`src/rtl/blockmem_arbiter.sv`:
```
// blockmem_arbiter: two-port round-robin arbiter and fixed-latency access
// sequencer in front of the block-organised data memory.
// Port 0 = instruction-cache refill (block read only),
// port 1 = data cache (block read or single-word write).
// Optional build macro: BLOCKMEM_ARB_STATS_EN adds per-port wait-cycle counters.
module blockmem_arbiter #(
    parameter int DATA_WIDTH    = 32,
    parameter int ADDRESS_WIDTH = 30,
    parameter int BLOCK_SIZE    = 3,
    parameter int LATENCY       = 4
) (
    input  logic                                     clk,
    input  logic                                     rst,
    input  logic                                     p0_req,
    input  logic [ADDRESS_WIDTH-1:0]                 p0_addr,
    output logic                                     p0_ready,
    output logic [(2**BLOCK_SIZE)*DATA_WIDTH-1:0]    p0_block,
    input  logic                                     p1_req,
    input  logic                                     p1_we,
    input  logic [ADDRESS_WIDTH-1:0]                 p1_addr,
    input  logic [DATA_WIDTH-1:0]                    p1_wdata,
    output logic                                     p1_ready,
    output logic [(2**BLOCK_SIZE)*DATA_WIDTH-1:0]    p1_block,
    output logic [ADDRESS_WIDTH-1:0]                 mem_address,
    output logic [DATA_WIDTH-1:0]                    mem_write_data,
    output logic                                     mem_write_enable,
    input  logic [(2**BLOCK_SIZE)*DATA_WIDTH-1:0]    mem_read_data
`ifdef BLOCKMEM_ARB_STATS_EN
    ,
    output logic [31:0]                              p0_wait_cycles,
    output logic [31:0]                              p1_wait_cycles
`endif
);

    localparam int BW = (2**BLOCK_SIZE) * DATA_WIDTH;

    typedef enum logic [1:0] {
        IDLE   = 2'd0,
        ACCESS = 2'd1,
        RESP   = 2'd2
    } state_t;

    state_t                   state_q, state_d;
    logic [7:0]               cnt_q, cnt_d;
    logic                     grant_q, grant_d;
    logic                     last_grant_q, last_grant_d;
    logic [ADDRESS_WIDTH-1:0] addr_q, addr_d;
    logic                     we_q, we_d;
    logic [DATA_WIDTH-1:0]    wdata_q, wdata_d;
    logic [BW-1:0]            p0_block_q, p0_block_d;
    logic [BW-1:0]            p1_block_q, p1_block_d;

    logic anyReq;
    logic grantNow;
    logic busy;

    // Round-robin choice: a lone requester wins; on a tie the port that was not granted last wins.
    always_comb begin
        anyReq   = p0_req | p1_req;
        grantNow = (p0_req & p1_req) ? ~last_grant_q : p1_req;
    end

    // Next-state logic: grant and latch in IDLE, count wait states in ACCESS, one-cycle response in RESP.
    always_comb begin
        state_d      = state_q;
        cnt_d        = cnt_q;
        grant_d      = grant_q;
        last_grant_d = last_grant_q;
        addr_d       = addr_q;
        we_d         = we_q;
        wdata_d      = wdata_q;
        p0_block_d   = p0_block_q;
        p1_block_d   = p1_block_q;
        unique case (state_q)
            IDLE: begin
                if (anyReq) begin
                    grant_d      = grantNow;
                    last_grant_d = grantNow;
                    addr_d       = grantNow ? p1_addr : p0_addr;
                    we_d         = grantNow & p1_we;
                    wdata_d      = grantNow ? p1_wdata : '0;
                    cnt_d        = 8'(LATENCY - 1);
                    state_d      = ACCESS;
                end
            end
            ACCESS: begin
                if (cnt_q != 8'd0) begin
                    cnt_d = cnt_q - 8'd1;
                end else begin
                    if (grant_q) begin
                        p1_block_d = mem_read_data;
                    end else begin
                        p0_block_d = mem_read_data;
                    end
                    state_d = RESP;
                end
            end
            RESP: begin
                state_d = IDLE;
            end
            default: begin
                state_d = IDLE;
            end
        endcase
    end

    // State and latched-request registers; reset aborts any access in flight.
    always_ff @(posedge clk or posedge rst) begin
        if (rst) begin
            state_q      <= IDLE;
            cnt_q        <= 8'd0;
            grant_q      <= 1'b0;
            last_grant_q <= 1'b1;
            addr_q       <= '0;
            we_q         <= 1'b0;
            wdata_q      <= '0;
            p0_block_q   <= '0;
            p1_block_q   <= '0;
        end else begin
            state_q      <= state_d;
            cnt_q        <= cnt_d;
            grant_q      <= grant_d;
            last_grant_q <= last_grant_d;
            addr_q       <= addr_d;
            we_q         <= we_d;
            wdata_q      <= wdata_d;
            p0_block_q   <= p0_block_d;
            p1_block_q   <= p1_block_d;
        end
    end

    // Memory-side and response outputs decode purely from registered state, so reset clears them at once.
    always_comb begin
        busy             = (state_q != IDLE);
        mem_address      = busy ? addr_q : '0;
        mem_write_data   = busy ? wdata_q : '0;
        mem_write_enable = (state_q == ACCESS) && (cnt_q == 8'd0) && we_q;
        p0_ready         = (state_q == RESP) && !grant_q;
        p1_ready         = (state_q == RESP) && grant_q;
        p0_block         = p0_block_q;
        p1_block         = p1_block_q;
    end

`ifdef BLOCKMEM_ARB_STATS_EN
    logic        p0Waiting, p1Waiting;
    logic [31:0] p0_wait_q, p1_wait_q;

    // A port is waiting when it requests but is neither being served nor being granted this cycle.
    always_comb begin
        p0Waiting = p0_req && !(busy && !grant_q) && !(!busy && !grantNow);
        p1Waiting = p1_req && !(busy && grant_q) && !(!busy && grantNow);
    end

    // Saturating wait-cycle counters.
    always_ff @(posedge clk or posedge rst) begin
        if (rst) begin
            p0_wait_q <= '0;
            p1_wait_q <= '0;
        end else begin
            if (p0Waiting && (p0_wait_q != 32'hFFFF_FFFF)) begin
                p0_wait_q <= p0_wait_q + 32'd1;
            end
            if (p1Waiting && (p1_wait_q != 32'hFFFF_FFFF)) begin
                p1_wait_q <= p1_wait_q + 32'd1;
            end
        end
    end

    assign p0_wait_cycles = p0_wait_q;
    assign p1_wait_cycles = p1_wait_q;
`endif

endmodule
```
`config.mk`:
```
export PLATFORM = sky130hd
export DESIGN_NAME = blockmem_arbiter
export DESIGN_NICKNAME = d
export VERILOG_FILES = /design/src/rtl/blockmem_arbiter.sv
export SDC_FILE = /design/constraint.sdc
export NUM_CORES = 1
export LEC_CHECK = 0
export BUFFER_PORTS_ARGS = -buffer_cell sky130_fd_sc_hd__clkbuf_2
export CAP_MARGIN = 20
export CORE_AREA = 3 3 357 359
export CTS_BUF_LIST = sky130_fd_sc_hd__clkbuf_16
export DETAILED_ROUTE_END_ITERATION = 10
export DIE_AREA = 0 0 360 362
export SYNTH_ARGS = -nofsm -noshare
export SYNTH_HDL_FRONTEND = slang
export SYNTH_SLANG_ARGS = --single-unit
```
`constraint.sdc`:
```
create_clock -name clk -period 19.9 [get_ports clk]
set_input_delay 3.98 -clock clk [delete_from_list [all_inputs] [get_ports clk]]
set_output_delay 3.98 -clock clk [all_outputs]
set_load 0.05 [all_outputs]
```
==> results of run 1 <==
## per-layer routing
metal / vias up / share of wire / global-route usage
met3: 104 / 0.087 / 0.04639
met4: 2 / 0.024 / 0.03276
li1: 6896 / - / -
met2: 557 / 0.47 / 0.1908
met1: 7790 / 0.41 / 0.1433
met5: - / 0.00017 / 0
## area by class of cell
| class | count | area, sq um | area share |
|---|---|---|---|
| diodes | 1 | 2.502 | 0.00008046 |
| clock buffers | 70 | 1752 | 0.05632 |
| clock inverters | 54 | 384.1 | 0.01235 |
| inverters | 4 | 18.77 | 0.0006035 |
| multi-input cells | 745 | 7386 | 0.2375 |
| flip-flops and latches | 587 | 14690 | 0.4723 |
| well taps | 1637 | 2048 | 0.06586 |
| repair buffers | 950 | 4820 | 0.1550 |
## Yosys cell counts
| cell type | count | area share |
|---|---|---|
| nor3_2 | 1 | 0.00044 |
| nor4bb_1 | 1 | 0.00044 |
| nor2b_1 | 63 | 0.017 |
| or4_4 | 1 | 0.00050 |
| and2_1 | 2 | 0.00056 |
| clkbuf_1 | 23 | 0.0038 |
| nor4_2 | 1 | 0.00056 |
| inv_1 | 4 | 0.00067 |
| dfstp_2 | 1 | 0.0012 |
| mux2_1 | 25 | 0.012 |
| buf_4 | 13 | 0.0043 |
| a211o_1 | 1 | 0.00039 |
| a22o_1 | 33 | 0.013 |
| a31oi_1 | 2 | 0.00056 |
| o31ai_1 | 1 | 0.00033 |
| mux2i_1 | 32 | 0.014 |
| or4_1 | 1 | 0.00033 |
| nor2_1 | 3 | 0.00050 |
| nor3b_1 | 1 | 0.00033 |
| dfrtp_1 | 586 | 0.65 |
| o311ai_0 | 2 | 0.00078 |
| o41ai_1 | 2 | 0.00078 |
| nor4_1 | 2 | 0.00056 |
| a21boi_1 | 1 | 0.00033 |
| or3_1 | 4 | 0.0011 |
| nor3_1 | 1 | 0.00022 |
| buf_1 | 4 | 0.00067 |
| a21boi_0 | 2 | 0.00067 |
| and3b_1 | 1 | 0.00039 |
| nand2_1 | 34 | 0.0057 |
| ha_1 | 1 | 0.00056 |
| nand2b_1 | 6 | 0.0017 |
| buf_2 | 26 | 0.0058 |
| o21ai_0 | 32 | 0.0071 |
| a21o_1 | 2 | 0.00067 |
| buf_6 | 14 | 0.0070 |
| mux2_2 | 487 | 0.24 |
## state kept, by name, indices dropped and copies added (netlist names)
name,count
addr_q,30
wdata_q,32
grant_q,1
p1_block,256
p0_block,256
state_q,2
we_q,1
last_grant_q,1
cnt_q,8
## worst reg2reg max path, delay by kind of cell, from the launching register on
kind / cells / cell delay (ns)
muxes: 1 / 0.49
and+or+nand+nor: 3 / 1.14
DFF: 1 / 0.44
buffers and inverters: 3 / 2.05
## where the power goes
group          leakage [nW]  internal [W]  total [W]  switching (W)
clock network          1.10      0.000684    0.00120       0.000516
logic                  7.17      0.000744    0.00308        0.00234
registers              7.33       0.00169    0.00199       0.000301
total                  15.6       0.00311    0.00627        0.00316
## stage by stage
stage | setup WS [ns] | total power (W)
6_report | 13.06 | 0.006270
5_1_grt | 12.51 | 0.006568
4_1_cts | 12.91 | 0.006371
3_5_place_dp | 12.19 | 0.005128
3_3_place_gp | 12.27 | 0.005096
2_1_floorplan | 7.919 | 0.004222
## worst paths after layout
check,from,end,slack [ns],cells after the start
min in group asynchronous,rst,p1_block[16],3.51,2
worst max register to register,cnt_q[3],p0_block[172],15.67,7
worst max-delay path,rst,p1_block[132],13.06,6
max in group clk,cnt_q[3],mem_write_enable,13.41,4
worst min register to register,addr_q[23],addr_q[23],0.47,2
worst min-delay path,addr_q[23],addr_q[23],0.47,2
## logic make-up (layout without fill, tap and decap cells)
family,count (synthesis),count (layout),synth area share
fa+ha+maj,1,1,0.0005552
buf+inv,84,1078,0.02226
mux,544,544,0.2701
compound gates,78,78,0.02443
other cells,0,1,0
simple gates,122,122,0.03076
flops,587,587,0.6519
==> results.md, run 1 <==
* Final-report hold violation count at 0
* Yosys reg bits at 587
* Routed wire length at 78540 um
* GRT Residual Overflow at 0
* Clock sinks at 587
* Io pins at 930
* Skew-Pair Late Insertion Delay at 0.63 ns
* Crit-path max cell delay at 0.80 ns
* Synth Cell Area at 22530 sq um
* Cell chain of the critical path: clkbuf_2, clkinvlp_4, buf_4, buf_4, buf_4, buf_4
* Vias per Instance at 3.792
* Root Buffer: clkbuf_16
* Most common cell after layout, fill and taps aside: clkbuf_2
* Total CTS buffers at 69
* Vias in the first global route at 16470
* Core box area at 124100 sq um
* Initial antenna violation count at 6
* Row count at 129
* CP most frequent cell: buf_4
* Cells after Synth at 1416
* Setup Viol. Count Final at 0
* CTS tree: built
* Register area share after synthesis at 0.6519
* Port bufs at 929
* Worst Tran Pin Value at 0.9905 ns
* Cell area after layout at 31100 sq um
* Die footprint at 130300 sq um
* Final slew viol count at 0
* Cell Area, Placed at 28960 sq um
* Setup CP Type: primary input to asynchronous set/reset pin
* Total negative slack at 0 ns
* Vias at 15350
* Width of the die at 360 um
* Delay-heaviest family, CP: buffers and inverters
* Clock transition at path regs at 0.06 ns
* Clk_skew at 0.01890 ns
* Status: completed
* Avg WL per Cell at 19.40 um
* Die height at 362 um
* Post-cts gate resize count at 0
* MaxCap Viol Count at 0
* Min cycle time layout at 6.840 ns
* Starting DRC count in detailed routing at 879
* Final Cycle Share at 0.3437
* Area growth syn-to-layout at 38.02%
* Worst EP required at 20.60 ns
* Worst hold path type: flop to flop
* Clock tree buffer depth at 3
* Syn Nets at 1770
* Initial Utilization at 0.1816
* Yosys warnings at 0
* Post-synth cell types at 37
* Slew margin rel. at 0.3397
* Final hold slack at 0.4735 ns
* Post-layout util at 0.2506
* Setup Fix Bufs, Post-CTS at 0
* Type of origin of the critical path: primary input
* Cts hold-fix bufs at 0
* Drt drc at 0
* Dpl cells at 3923
* RSZ-0062 raised after global routing: false
* Post-layout nets at 2711
* CP max stage cell: buf_4
* Post-DP HPWL at 61670 um
* Worst Path Arrival at 7.54 ns
* Gp weighted congestion at 0.9055
* Htree depth at 3
* Setup crit end kind: asynchronous set/reset pin
* Top fanout value on the critical path at 69
* Power density cells at 201.6 nW/um^2
* Fillers at 13100
* Final ANT Viol Nets at 0
* Crit path buffers/inverters at 6
* Cell Count, Final, Fillers Out at 4048
* VDD IR max at 109.0 uV
* Most frequent cells in the layout: clkbuf_2, dfrtp_1, mux2_2, clkbuf_16, nor2b_1
* Layout cells sized above 1 at 0.6386
* All-Layer GR Usage at 0.1170
* Leakage power at 15.60 nW
* Pre-antenna DRT Iters at 4
* Peak Freq at 146.2 MHz
* Syn avg cell area at 15.91 sq um
* Largest net degree at the start of global routing at 141
* First-pass GRT wire length at 113900 um
(Power assumes the default switching activity.)
==> inputs of run 2 (changes only) <==
- ABC_AREA: default -> 1
- CORE_AREA: 3 3 357 359 -> 3 3 362 364
- DIE_AREA: 0 0 360 362 -> 0 0 365 367
- clock period: 19.9 -> 6.7 ns (I/O delays scaled with it)
==> run 2 against run 1 <==
  * Critical path depth down 2
  * Register-to-register slack worse by 12 ns
  * Synthesized cell count increased by 68%
  * Via count up 25%
  * First-iteration DRC count grew 39%
  * Highest routed layer unchanged
  * Final area increased by 5.0%
  * Wire length is 5.3% higher
  * Non-clock buffer count up 7
==> results.md, run 2 <==
* Avg WL per Cell at 16.63 um (was 19.40 um)
* Yosys reg bits at 587 (unchanged)
* Dpl ws at 3.341 ns (was 12.19 ns)
* Routed wire length at 82700 um (was 78540 um)
* Setup crit end kind: output pin (was asynchronous set/reset pin)
* Clk_skew at 0.01917 ns (was 0.01890 ns)
* Gp weighted congestion at 0.9166 (was 0.9055)
* Root Buffer: clkbuf_16 (unchanged)
* Worst Reg2Reg Path Length in Cells at 7 (unchanged)
* Post-DP HPWL at 62840 um (was 61670 um)
* Cts hold-fix bufs at 0 (unchanged)
* CTS tree: built (unchanged)
* Port bufs at 929 (unchanged)
* Cell Count, Final, Fillers Out at 4974 (was 4048)
* Setup Viol. Count Final at 0 (unchanged)
* GRT Residual Overflow at 0 (unchanged)
* Peak Freq at 246.6 MHz
* Width of the die at 365 um (was 360 um)
* Number of synthesized flops with an enable pin at 0 (unchanged)
* Most common cell after layout, fill and taps aside: clkbuf_2 (unchanged)
* Syn Nets at 2726 (was 1770)
* Min-delay src: p1_block[133] (was addr_q[23])
* Fillers at 13860 (was 13100)
* Setup CP Type: flop to output pin (was primary input to asynchronous set/reset pin)
* Top fanout value on the critical path at 67 (was 69)
* Post-synth cell types at 25 (was 37)
* Clock sinks at 587 (unchanged)
* Row count at 131 (was 129)
* Layout cells sized above 1 at 0.4572 (was 0.6386)
* All-Layer GR Usage at 0.1194 (was 0.1170)
* Storage element area at 14690 sq um (unchanged)
* Clock transition at path regs at 0.05 ns (was 0.06 ns)
* Slew margin rel. at 0.1877 (was 0.3397)
* Post-synth top cells: dfrtp_1, nand2_1, o21ai_2, inv_1, buf_6 (was dfrtp_1, mux2_2, nor2b_1, nand2_1, a22o_1)
* Final-report hold violation count at 0 (unchanged)
* Share of the synthesized area in the top cell type at 0.5911 (was 0.6507)
* Post-layout util at 0.2558 (was 0.2506)
* Vias at 19120 (was 15350)
* Post-cts gate resize count at 0 (unchanged)
* Cell with the most instances after synthesis: dfrtp_1 (unchanged)
* Skew-Pair Late Insertion Delay at 0.63 ns (about the same)
* Post-layout nets at 3612 (was 2711)
* Reg2reg end: cnt_q[7] (was p0_block[172])
* RSZ-0062 raised after global routing: false (unchanged)
* Type of origin of the critical path: flop (was primary input)
* Worst hold path type: flop to flop (unchanged)
* Syn avg cell area at 10.46 sq um (was 15.91 sq um)
* Hold Path End: p1_block[133] (was addr_q[23])
* Vias in the first global route at 19070 (was 16470)
* Clock tree buffer depth at 3 (unchanged)
* Final hold slack at 0.4766 ns (was 0.4735 ns)
* Setup Fix Bufs, Post-CTS at 0 (unchanged)
* Worst EP required at 5.36 ns (was 20.60 ns)
* MaxCap Viol Count at 0 (unchanged)
* Dpl cells at 4850 (was 3923)
* Multi-input gate area at 7553 sq um (was 7386 sq um)
* Register area share after synthesis at 0.5922 (was 0.6519)
* Core box area at 127700 sq um (was 124100 sq um)
* Starting DRC count in detailed routing at 1224 (was 879)
* Synth Cell Area at 24810 sq um (was 22530 sq um)
* Largest net degree at the start of global routing at 171 (was 141)
* Reg-to-reg startpoint: state_q[0] (was cnt_q[3])
* Final ANT Viol Nets at 0 (unchanged)
* Io pins at 930 (unchanged)
* Post-route worst setup slack at 2.644 ns (was 13.06 ns)
* Die footprint at 134000 sq um (was 130300 sq um)
* Htree depth at 3 (unchanged)
* WHS Path Cells at 2 (unchanged)
* Area growth syn-to-layout at 31.67% (was 38.02%)
* Final Cycle Share at 0.6053
* Initial Utilization at 0.1943 (was 0.1816)
* Final slew viol count at 0 (unchanged)
* Die height at 367 um (was 362 um)
* Post-synth top flop: dfrtp_1 (unchanged)
* First-pass GRT wire length at 121400 um (was 113900 um)
* Worst Tran Pin Value at 1.218 ns (was 0.9905 ns)
* Yosys warnings at 0 (unchanged)
* Area contributors post-synth: dfrtp_1, o21ai_2, nand2_1, inv_1, buf_6 (was dfrtp_1, mux2_2, nor2b_1, mux2i_1, a22o_1)
* Vias per Instance at 3.844 (was 3.792)
* Drt drc at 0 (unchanged)
* Status: completed (unchanged)
* Min cycle time layout at 4.056 ns
* Worst Path Arrival at 2.72 ns (was 7.54 ns)
* Cells after Synth at 2372 (was 1416)
* Register-to-register setup slack at 3.73 ns (was 15.67 ns)
* Synth area leader: dfrtp_1 (unchanged)
* Ys async rst share at 1.000 (unchanged)
* Most frequent cells in the layout: clkbuf_2, dfrtp_1, nand2_1, o21ai_2, inv_1 (was clkbuf_2, dfrtp_1, mux2_2, clkbuf_16, nor2b_1)
* Initial antenna violation count at 3 (was 6)
* Total CTS buffers at 68 (was 69)
* Pre-antenna DRT Iters at 5 (was 4)
-- run 2: routing by layer --
| layer | vias to the layer above | share of wire | track usage |
|---|---|---|---|
| met4 | 2 | 0.027 | 0.03754 |
| met2 | 663 | 0.48 | 0.2009 |
| met3 | 131 | 0.091 | 0.04714 |
| li1 | 9283 | - | - |
| met5 | - | 0.00016 | 0 |
| met1 | 9040 | 0.40 | 0.1386 |
-- run 2: worst max path at each step --
stage / cells after the start / to / slack (ns) / start
2_1_floorplan: 1 / addr_q[0] / -2.64 / rst
3_3_place_gp: 4 / mem_write_data[24] / 3.40 / state_q[0]
3_5_place_dp: 4 / mem_write_data[29] / 3.34 / state_q[0]
4_1_cts: 4 / mem_write_data[29] / 2.61 / state_q[0]
5_1_grt: 4 / mem_write_data[30] / 2.47 / state_q[0]
6_report: 4 / mem_write_data[2] / 2.64 / state_q[0]
-- run 2: layout make-up --
cell class | count | area share
Tap cell | 1662 | 0.06366
Clock inverter | 50 | 0.01088
Inverter | 332 | 0.03842
Timing Repair Buffer | 957 | 0.1515
Antenna cell | 3 | 0.0002298
Sequential cell | 587 | 0.4497
Clock buffer | 71 | 0.05439
Multi-Input combinational cell | 1312 | 0.2312
-- run 2: critical path, cell delays in order (launching register included) --
cell and delay [ns]:
dfrtp_1 0.43, nor2_4 0.55, buf_4 0.66, nor2_1 0.14, clkbuf_2 0.27
-- run 2: kinds of logic after synthesis --
kind of cell / count (synthesis) / synth area share
AO/OA/AOI/OAI: 613 / 0.1934
XOR/XNOR: 3 / 0.001059
adder cells (fa/ha/maj): 1 / 0.0005043
buffers and inverters: 473 / 0.1044
flip-flops: 587 / 0.5922
AND/OR/NAND/NOR: 695 / 0.1085
-- run 2: per-stage QoR --
| stage | TNS, ns | instance area, sq um |
|---|---|---|
| after floorplan | -1547.77 | 24810 |
| after global placement | 0 | 30530 |
| after detailed placement | 0 | 30530 |
| after CTS | 0 | 32660 |
| after global routing | 0 | 32660 |
| final | 0 | 32670 |
Power of run 2 is not shown: default switching activity piles up to over one toggle a cycle in this logic, so the estimate is an artifact.
==> inputs of run 3 (changes only) <==
- ABC_AREA: 1 -> 0
- CORE_AREA: 3 3 362 364 -> 3 3 357 359
- DIE_AREA: 0 0 365 367 -> 0 0 360 362
- clock period: 6.7 -> 3.4 ns (I/O delays scaled with it)
==> run 3 against run 2 <==
  * Global-route usage is 0.10 points higher
  * Utilization shrank 0.14 points
  * Sequential share of layout area up 1.5 points
  * Die area is 2.7% lower
  * Wire length down 1.8%
  * Clock-buffer cell count down 1
  * Worst hold slack got worse by 0.23 ns
  * Via count decreased by 18%
  * Worst setup slack worse by 2.4 ns
==> results.md, run 3 (same netlist as run 1, synthesis figures left out) <==
* Slew margin rel. at 0.3919 (was 0.1877)
* Root Buffer: clkbuf_16 (unchanged)
* Min-delay src: p1_wdata[16] (was p1_block[133])
* Vias at 15630 (was 19120)
* Avg WL per Cell at 19.83 um (was 16.63 um)
* Worst hold path type: primary input to flop (was flop to flop)
* Initial antenna violation count at 9 (was 3)
* Initial Utilization at 0.1816 (was 0.1943)
* Most common cell after layout, fill and taps aside: clkbuf_2 (unchanged)
* Routed wire length at 81200 um (was 82700 um)
* Worst EP required at 2.72 ns (was 5.36 ns)
* Clk pwr share at 0.187
* Worst Tran Pin Value at 0.9099 ns (was 1.218 ns)
* Largest net degree at the start of global routing at 115 (was 171)
* Final ANT Viol Nets at 0 (unchanged)
* Critical path startpoint: cnt_q[3] (was state_q[0])
* CTS tree: built (unchanged)
* Type of origin of the critical path: flop (unchanged)
* Skew-Pair Late Insertion Delay at 0.64 ns (was 0.63 ns)
* MaxCap Viol Count at 0 (unchanged)
* Vias in the first global route at 16720 (was 19070)
* Post-layout nets at 2759 (was 3612)
* Pint at 0.01814 W
* Power density cells at 1163 nW/um^2
* Gp weighted congestion at 0.8948 (was 0.9166)
* RSZ-0062 raised after global routing: false (unchanged)
* Clock transition at path regs at 0.06 ns (was 0.05 ns)
* Starting DRC count in detailed routing at 806 (was 1224)
* Clock tree buffer depth at 3 (unchanged)
* Vias per Instance at 3.818 (was 3.844)
* Post-cts gate resize count at 0 (unchanged)
* GRT Residual Overflow at 0 (unchanged)
* Setup CP Type: flop to output pin (unchanged)
* Total negative slack at 0 ns (unchanged)
* Sw frac at 0.5061
* Leakage power at 15.88 nW
* Final Cycle Share at 0.9422
* All-Layer GR Usage at 0.1204 (was 0.1194)
* Setup Viol. Count Final at 0 (unchanged)
* Drt drc at 0 (unchanged)
* Port bufs at 929 (unchanged)
* Top fanout value on the critical path at 8 (was 67)
* Layout cells sized above 1 at 0.6445 (was 0.4572)
* Width of the die at 360 um (was 365 um)
* Clock sinks at 587 (unchanged)
* Comb pwr share at 0.498
* P_sw at 0.01859 W
* Total CTS buffers at 69 (was 68)
* Worst Path Arrival at 2.52 ns (was 2.72 ns)
* Final-report hold violation count at 0 (unchanged)
* Status: completed (unchanged)
* Peak Freq at 312.1 MHz
* Area growth syn-to-layout at 40.16% (was 31.67%)
* Final hold slack at 0.2470 ns (was 0.4766 ns)
* Min cycle time layout at 3.204 ns
* Most frequent cells in the layout: clkbuf_2, dfrtp_1, mux2_2, clkbuf_16, nor2b_1 (was clkbuf_2, dfrtp_1, nand2_1, o21ai_2, inv_1)
* Die height at 362 um (was 367 um)
* Post-DP HPWL at 64340 um (was 62840 um)
* Cts hold-fix bufs at 0 (unchanged)
* Final slew viol count at 0 (unchanged)
* Htree depth at 3 (unchanged)
* Core box area at 124100 sq um (was 127700 sq um)
* Pre-antenna DRT Iters at 4 (was 5)
* Io pins at 930 (unchanged)
* Row count at 129 (was 131)
* Setup Fix Bufs, Post-CTS at 0 (unchanged)
* Clk_skew at 0.01947 ns (was 0.01917 ns)
* First-pass GRT wire length at 115600 um (was 121400 um)
* Die footprint at 130300 sq um (was 134000 sq um)
* Reg-to-reg startpoint: cnt_q[3] (was state_q[0])
* Setup crit end kind: output pin (unchanged)
* Sequential share of power at 0.314
* VDD IR max at 699.0 uV
-- run 3: cell types whose count changed in the layout (fill, tap and decap cells not counted), moves of 62 or more --
cell	previous run	this run
inv_1	342	25
nor2b_1	0	63
o21ai_1	62	0
nand2_1	540	33
nor2_1	104	2
o21ai_2	451	0
mux2_2	0	487
-- run 3: power groups by stage --
stage / clock (W) / combinational, W / sequential [W]
floorplan: 0 / 0.00467 / 0.0200
global placement: 0 / 0.0184 / 0.0115
detailed placement: 0 / 0.0185 / 0.0116
CTS: 0.00714 / 0.0186 / 0.0116
global route: 0.00741 / 0.0191 / 0.0119
finish: 0.00688 / 0.0183 / 0.0116
-- run 3: metrics by stage --
step	total power (W)	instances	worst slack [ns]	area (sq um)	util
floorplan	0.02471	1416	-5.281	22540	-
global placement	0.02997	3971	0.6134	29500	0.2377
detailed placement	0.03017	3971	0.5770	29500	0.2377
CTS	0.03726	4093	0.09320	31580	0.2544
global route	0.03838	4093	0.04362	31580	0.2544
finish	0.03673	4095	0.1964	31580	0.2545
-- run 3: worst max-delay path: stages (launching register included) --
cell      delay [ns]
dfrtp_1         0.44
or4_4           0.56
nor4_2          0.40
and2_1          0.19
clkbuf_2        0.29
-- run 3: final timing paths --
kind | slack (ns) | to | depth (start not counted)
worst max-delay path | 0.20 | mem_write_enable | 4
worst min-delay path | 0.25 | wdata_q[16] | 2
worst max register to register | 0.55 | p0_block[64] | 6
worst min register to register | 0.47 | addr_q[16] | 2
max in group asynchronous | 2.28 | p1_block[165] | 4
min in group asynchronous | 0.49 | p0_block[0] | 3
-- run 3: area by class of cell --
type / instances / area (sq um)
multi-input cells: 745 / 7386
well taps: 1637 / 2048
flip-flops and latches: 587 / 14690
fillers: 13040 / 92540
clock buffers: 70 / 1752
diodes: 2 / 5.005
repair buffers: 998 / 5355
clock inverters: 52 / 329.1
inverters: 4 / 18.77
-- run 3: metal layers --
layer,up-vias,share of wire,track usage
li1,6986,-,-
met1,7937,0.41,0.1444
met2,590,0.47,0.1960
met3,110,0.084,0.04491
met4,10,0.030,0.04691
met5,-,0.00074,0
